### config.mk
export PLATFORM = sky130hd
export DESIGN_NAME = vga_pixel_address
export DESIGN_NICKNAME = d
export VERILOG_FILES = /design/src/rtl/vga_pkg.sv /design/src/rtl/vga_wrap_counter.sv /design/src/rtl/vga_pixel_address.sv
export SDC_FILE = /design/constraint.sdc
export NUM_CORES = 1
export LEC_CHECK = 0
export ABC_AREA = 1
export CAP_MARGIN = 20
export CORE_ASPECT_RATIO = 2
export CORE_MARGIN = 1.5
export CORE_UTILIZATION = 40
export CTS_CLUSTER_DIAMETER = 200
export DETAILED_ROUTE_END_ITERATION = 10
export SYNTH_ARGS = -nofsm -noshare
export SYNTH_HDL_FRONTEND = slang
export SYNTH_SLANG_ARGS = --single-unit
### constraint.sdc
create_clock -name clk -period 1.6 [get_ports clk]
set_input_delay 0.48 -clock clk [delete_from_list [all_inputs] [get_ports clk]]
set_output_delay 0.48 -clock clk [all_outputs]
set_load 0.02 [all_outputs]
### src/rtl/vga_pkg.sv
// Shared VGA timing constants (640x480@60) and the 10-bit raster coordinate type.
package vga_pkg;

  localparam int unsigned COORD_W = 10;
  localparam int unsigned COORD_MAX_COUNT = 1 << COORD_W;

  typedef logic [COORD_W-1:0] coord_t;

  localparam int unsigned VGA640_H_VISIBLE     = 640;
  localparam int unsigned VGA640_H_FRONT_PORCH = 16;
  localparam int unsigned VGA640_H_SYNC        = 96;
  localparam int unsigned VGA640_H_BACK_PORCH  = 48;
  localparam int unsigned VGA640_H_WHOLE       = VGA640_H_VISIBLE + VGA640_H_FRONT_PORCH
                                               + VGA640_H_SYNC + VGA640_H_BACK_PORCH;

  localparam int unsigned VGA640_V_VISIBLE     = 480;
  localparam int unsigned VGA640_V_FRONT_PORCH = 10;
  localparam int unsigned VGA640_V_SYNC        = 2;
  localparam int unsigned VGA640_V_BACK_PORCH  = 33;
  localparam int unsigned VGA640_V_WHOLE       = VGA640_V_VISIBLE + VGA640_V_FRONT_PORCH
                                               + VGA640_V_SYNC + VGA640_V_BACK_PORCH;

endpackage

### src/rtl/vga_wrap_counter.sv
// Modulo-MODULUS counter with synchronous active-low clear; last_o flags MODULUS-1.
module vga_wrap_counter
  import vga_pkg::*;
#(
  parameter int unsigned MODULUS = 800
) (
  input  logic   clk,
  input  logic   clr_n_i,
  input  logic   inc_i,
  output coord_t value_o,
  output logic   last_o
);

  coord_t value_q;
  coord_t value_d;

  assign last_o = (value_q == coord_t'(MODULUS - 1));

  always_comb begin
    value_d = value_q;
    if (inc_i) begin
      value_d = last_o ? '0 : value_q + coord_t'(1);
    end
  end

  always_ff @(posedge clk) begin
    if (!clr_n_i) begin
      value_q <= '0;
    end else begin
      value_q <= value_d;
    end
  end

  assign value_o = value_q;

endmodule

### src/rtl/vga_pixel_address.sv
// Free-running VGA raster position (column/row incl. blanking).
// Optional `visible` decode enabled by defining VGA_PIXEL_ADDR_VISIBLE_EN.
module vga_pixel_address
  import vga_pkg::*;
#(
  parameter int unsigned H_WHOLE_LINE  = VGA640_H_WHOLE,
  parameter int unsigned V_WHOLE_FRAME = VGA640_V_WHOLE,
  parameter int unsigned H_VISIBLE     = VGA640_H_VISIBLE,
  parameter int unsigned V_VISIBLE     = VGA640_V_VISIBLE
) (
  input  logic       clk,
  input  logic       reset_n,
  input  logic       enable,
  output logic [9:0] column,
  output logic [9:0] row
`ifdef VGA_PIXEL_ADDR_VISIBLE_EN
  ,
  output logic       visible
`endif
);

  if (H_WHOLE_LINE > COORD_MAX_COUNT || V_WHOLE_FRAME > COORD_MAX_COUNT ||
      H_WHOLE_LINE == 0 || V_WHOLE_FRAME == 0) begin : g_bad_params
    $error("vga_pixel_address: H_WHOLE_LINE/V_WHOLE_FRAME must be 1..1024");
  end

  coord_t col_q;
  coord_t row_q;
  logic   col_last;
  logic   row_last_unused;

  vga_wrap_counter #(
    .MODULUS (H_WHOLE_LINE)
  ) u_col (
    .clk     (clk),
    .clr_n_i (reset_n),
    .inc_i   (enable),
    .value_o (col_q),
    .last_o  (col_last)
  );

  // Row steps on the same edge the column wraps from H_WHOLE_LINE-1 to 0.
  vga_wrap_counter #(
    .MODULUS (V_WHOLE_FRAME)
  ) u_row (
    .clk     (clk),
    .clr_n_i (reset_n),
    .inc_i   (enable & col_last),
    .value_o (row_q),
    .last_o  (row_last_unused)
  );

  assign column = col_q;
  assign row    = row_q;

`ifdef VGA_PIXEL_ADDR_VISIBLE_EN
  always_comb begin
    visible = (int unsigned'(col_q) < H_VISIBLE) && (int unsigned'(row_q) < V_VISIBLE);
  end
`else
  localparam int unsigned VISIBLE_UNUSED = H_VISIBLE + V_VISIBLE;
`endif

endmodule

==> results.json, run 1 <==
{
  "drcViolationCount": 0,
  "antenna_found_initial": 0,
  "grt_pass1_wl_um": 5090,
  "wl_per_cell_um": 13.0,
  "core_region_area_um2": 2740,
  "cts_buffers": 3,
  "syn_to_final_growth_pct": 39.1,
  "fp.dieArea_um2": 3180,
  "synth.distinct_cells": 26,
  "clock_path_buffers": 2,
  "grt_max_degree": 12,
  "place_congestion": 0.874,
  "die-width_um": 40.6,
  "grt_pass1_vias": 1246,
  "cap_violations": 0,
  "synthTopCellsByArea": "dfxtp_1 35%, nand2_1 11%, nor2_1 10%",
  "setup_ws_ns": 0.103,
  "ys_seq_area_share_pct": 35.4,
  "hold_class": "reg2reg",
  "leakage_uw": 0.000842,
  "end_kind": "output port",
  "r2r-end": "u_row.value_o[0]",
  "hold_violations": 0,
  "tightest_slew_ns": 0.273,
  "fillCellCount": 285,
  "drt_iter0_markers": 22,
  "setup_tns_ns": 0,
  "ys.warnings.count": 0,
  "finalClockSkew_ns": 0.00417,
  "fmax_ghz": 0.668,
  "clock_latency_ns": 0.26,
  "crit_family": "flip-flops",
  "cts_tree": "built",
  "layout-drive-gt1-share_pct": 18.3,
  "dp_hpwl_um": 2580,
  "rr_worst_depth": 9,
  "crit_buf_inv": 1,
  "clk_pin_slew_ns": 0.08,
  "drt_wl_total_um": 3150,
  "r2r_slack_ns": 0.14,
  "via_per_inst": 5.13,
  "hold_ws_ns": 0.504,
  "cts_root_buffer": "clkbuf_8",
  "outcome": "finished clean",
  "fin_area_um2": 1580,
  "num_rows": 27,
  "grtUsageTotal_pct": 22.8,
  "place_ws_ns": -0.272,
  "synth.largest_area_cell": "dfxtp_1",
  "start_kind": "flip-flop",
  "rsz0062_at_grt": "no",
  "drt_first_pass_iters": 5,
  "hold_depth": 2,
  "htreeDepth": 1,
  "r2r_start": "u_row.value_o[1]",
  "cts_hold_buffers": 0,
  "synth_cells": 167,
  "yosys.area.top_type_share_pct": 35.4,
  "ys_seq_elements": 20,
  "die_h_um": 78.2,
  "max_slew_margin_pct": 81.7,
  "io_buffers": 22,
  "fin_nets": 220,
  "total_power_uw": 960,
  "worstSetupStartpoint": "u_row.value_o[0]",
  "gr-total-overflow": 0,
  "slew_violations": 0,
  "min_from": "u_col.value_o[9]",
  "dpl_cell_area_um2": 1540,
  "worstPathArrival_ns": 1.02,
  "synthesis.area_um2": 1130,
  "antenna_left": 0,
  "finalSetupViolations": 0,
  "finalCriticalPeriod_ns": 1.50,
  "slowest_delay_ns": 0.40,
  "slowest_stage": "dfxtp_1",
  "syn_avg_cell_area_um2": 6.78,
  "synth_nets": 173,
  "ir_drop_v": 0.000447,
  "num_antenna_cells": 0,
  "p_per_area_nw_per_um2": 609,
  "layout_worst_path_cycle_share_pct": 93.6,
  "initial_utilization_pct": 41.4,
  "cp.required_ns": 1.12,
  "cp_max_fo": 5,
  "cts.sinks": 20,
  "vias": 1242,
  "min_to": "u_col.value_o[9]",
  "crit_type": "reg2out",
  "io_pins": 23,
  "cp_cell_sequence": "dlygate4sd2_1"
}
worst register-to-register path, delay by kind of cell (launching register included):
kind | cells | cell delay [ns]
buffers and inverters | 4 | 0.44
AOI/OAI and AO/OA | 1 | 0.13
adders and majority gates | 1 | 0.15
DFF | 1 | 0.31
and+or+nand+nor | 3 | 0.32
routing by layer:
metal	vias up	wire [µm]	part of all wire [%]	global-route usage, %
li1	620	-	-	-
met1	587	1090	35	20.4
met2	27	1910	61	44.4
met3	8	70	2.2	2.54
met4	0	77	2.4	9.00
met5	-	0	0	0
how the worst max path moves through the flow:
stage | end | slack, ns | cells past startpoint
detailed placement | u_col.value_o[9] | -0.27 | 8
global placement | u_row.value_o[9] | -0.22 | 8
global route | u_row.value_o[3] | 0.04 | 8
floorplan | u_row.value_o[9] | 0.14 | 8
CTS | row[0] | 0.09 | 1
finish | row[0] | 0.10 | 1
where the power goes:
group / internal, µW / switching (µW) / total (µW) / leakage, µW
combinational: 30.2 / 38.5 / 68.7 / 0.000651
sequential: 502 / 5.24 / 508 / 0.000162
clock: 219 / 165 / 384 / 0.0000288
Yosys cell counts, drive strengths merged:
library cell  number
nand3             13
ha                 3
nor3b              1
xor2               3
o21ai              9
dfxtp             20
inv               22
buf                2
o31ai              1
xnor2              1
nand4              3
nand2             38
nor3               5
clkinv             1
a21oi             10
o21bai             1
nor2              34
flip-flops by register name, summed over array words and instances, names as in the netlist:
signal,cells
u_col.value_o,10
u_row.value_o,10
final cells by class:
cell class / count / area, µm² / area share (%)
Timing Repair Buffer: 44 / 359 / 22.8
Tap cell: 29 / 36.3 / 2.30
Sequential cell: 20 / 400 / 25.4
Multi-Input combinational cell: 122 / 637 / 40.4
Inverter: 23 / 87.6 / 5.56
Clock buffer: 4 / 55.1 / 3.49
through the flow:
step	std cells	utilization [%]
finish	242	57.6
global route	242	57.6
CTS	241	57.3
detailed placement	237	56.2
global placement	237	56.2
floorplan	167	-
placed cells by master (no fill, tap or decap), drive strengths merged:
cell | synthesis | routed
clkinv | 1 | 1
nand2 | 38 | 38
dlygate4sd2 | 0 | 21
buf | 2 | 22
dfxtp | 20 | 20
nor3 | 5 | 5
xor2 | 3 | 3
nand3 | 13 | 13
o21ai | 9 | 9
nand4 | 3 | 3
o31ai | 1 | 1
nor3b | 1 | 1
xnor2 | 1 | 1
a21oi | 10 | 10
nor2 | 34 | 34
ha | 3 | 3
clkdlybuf4s50 | 0 | 1
inv | 22 | 22
clkbuf | 0 | 4
o21bai | 1 | 1
repair_timing:
action,CTS,global route
pin swaps,0,0
setup buffers,0,1
gates resized for setup,22,0
endpoints found under the setup margin,34,2
kinds of logic after synthesis:
family / count (synthesis) / share of synthesized area, %
AO/OA/AOI/OAI: 21 / 10.1
XOR/XNOR: 4 / 3.09
adder cells (fa/ha/maj): 3 / 3.32
buffers and inverters: 25 / 8.62
flip-flops: 20 / 35.4
AND/OR/NAND/NOR: 94 / 39.6
(Power assumes the default switching activity.)
==> run 2: changes to the inputs <==
- CORE_ASPECT_RATIO: 2 -> default
- CORE_UTILIZATION: 40 -> 50
- PLACE_DENSITY: default -> 0.78
- TNS_END_PERCENT: default -> 5
==> run 2 against run 1 <==
  * Die area shrank 19%
  * Clock-buffer cell count is 1 lower
  * Design area is 2.9% lower
  * Maximum frequency is 3.7% lower
  * Wire length fell by 10%
  * Global-route usage rose by 2.2 points
  * Hold slack better by 0.0097 ns
  * Sequential share of layout area is 0.77 points higher
  * Critical path type unchanged
  * Critical endpoint is now column[7]
  * Largest power group unchanged
==> results.json, run 2 (same netlist as run 1, synthesis figures left out) <==
{
  "outcome": "finished clean",
  "total_power_uw": 814,
  "start_kind": "flip-flop",
  "crit_family": "flip-flops",
  "via_per_inst": 5.11,
  "rr_worst_depth": 10,
  "grt_pass1_wl_um": 4890,
  "initial_utilization_pct": 52.2,
  "slowest_delay_ns": 0.42,
  "clk_pin_slew_ns": 0.11,
  "htreeDepth": 1,
  "crit_type": "reg2out",
  "gr-total-overflow": 0,
  "place_ws_ns": -0.291,
  "cap_violations": 0,
  "drt_iter0_markers": 33,
  "setup_ws_ns": 0.0462,
  "crit_buf_inv": 1,
  "fmax_ghz": 0.644,
  "mostFrequentLayoutCells": "34 x nand2_1, 31 x nor2_1, 21 x inv_1",
  "drt_first_pass_iters": 4,
  "grt_max_degree": 11,
  "place_congestion": 0.908,
  "cp_cell_sequence": "dlygate4sd2_1",
  "fin_util_pct": 70.5,
  "ir_drop_v": 0.000434,
  "cts_buffers": 3,
  "worstPathArrival_ns": 1.07,
  "setup_tns_ns": 0,
  "antenna_found_initial": 0,
  "cts_root_buffer": "clkbuf_4",
  "finalSetupViolations": 0,
  "leakage_uw": 0.000822,
  "grt_pass1_vias": 1122,
  "p_per_area_nw_per_um2": 533,
  "cts.sinks": 20,
  "finalClockSkew_ns": 0.00223,
  "hold_class": "reg2reg",
  "layout_worst_path_cycle_share_pct": 97.1,
  "fin_nets": 218,
  "cp.required_ns": 1.12,
  "fp.dieArea_um2": 2560,
  "slowest_stage": "dfxtp_1",
  "num_rows": 17,
  "end_kind": "output port",
  "antenna_left": 0,
  "fin_area_um2": 1530,
  "dp_hpwl_um": 2310,
  "vias": 1217,
  "hold_depth": 2,
  "clock_latency_ns": 0.29,
  "io_buffers": 22,
  "cts_tree": "built",
  "io_pins": 23,
  "hold_violations": 0,
  "drt_wl_total_um": 2830,
  "slew_violations": 0,
  "finalCriticalPeriod_ns": 1.55,
  "dpl_cell_area_um2": 1530,
  "die-width_um": 50.6,
  "syn_to_final_growth_pct": 35.0,
  "cts_hold_buffers": 0,
  "die_h_um": 50.6,
  "drcViolationCount": 0,
  "grtUsageTotal_pct": 25.0,
  "max_slew_margin_pct": 78.1,
  "layout_commonest_cell": "nand2_1",
  "core_region_area_um2": 2170,
  "rsz0062_at_grt": "no",
  "fillCellCount": 196,
  "clock_path_buffers": 2,
  "cp_max_fo": 5,
  "num_antenna_cells": 0,
  "wl_per_cell_um": 11.9,
  "tightest_slew_ns": 0.327,
  "crit_cells": 1,
  "layout-drive-gt1-share_pct": 16.7
}
## run 2: layout make-up
class	count	area [µm²]	share of cell area, %
clock buffer	3	22.5	1.47
inverter	23	87.6	5.73
multi-input combinational	122	634	41.5
sequential	20	400	26.2
tap	28	35.0	2.29
timing repair buffer	42	349	22.8
## run 2: power breakdown
group	switching, µW	internal (µW)	total, µW
registers	3.90	503	506
logic	40.6	33.2	73.8
clock network	147	87.5	234
total	191	623	814
## run 2: metrics by stage
step,hold slack [ns],std cells
4_1_cts,0.522,238
2_1_floorplan,0.553,167
3_3_place_gp,0.483,235
6_report,0.513,238
5_1_grt,0.550,238
3_5_place_dp,0.501,235
## run 2: final timing paths
path / from / end / slack [ns]
worst max-delay path: u_col.value_o[7] / column[7] / 0.05
worst min-delay path: u_col.value_o[9] / u_col.value_o[9] / 0.51
worst max register to register: u_row.value_o[1] / u_row.value_o[8] / 0.11
worst min register to register: u_col.value_o[9] / u_col.value_o[9] / 0.51
## run 2: worst register-to-register path, delay by kind of cell (launching register included)
kind	cells	cell delay, ns
simple gates	5	0.59
flops	1	0.33
fa+ha+maj	1	0.17
buf+inv	4	0.31
## run 2: repair_timing
item                                    in CTS  in global routing
cloned                                       0                  0
gates resized for setup                     20                  2
buffers inserted                             0                  0
endpoints found under the setup margin      20                 16
## run 2: per-layer routing
metal | part of all wire [%] | track usage (%) | routed length [µm] | up-vias
li1 | - | - | - | 614
met2 | 47 | 39.7 | 1320 | 42
met3 | 5.5 | 4.17 | 157 | 6
met5 | 0 | 0 | 0 | -
met4 | 1.2 | 7.21 | 33 | 0
met1 | 47 | 34.8 | 1320 | 555
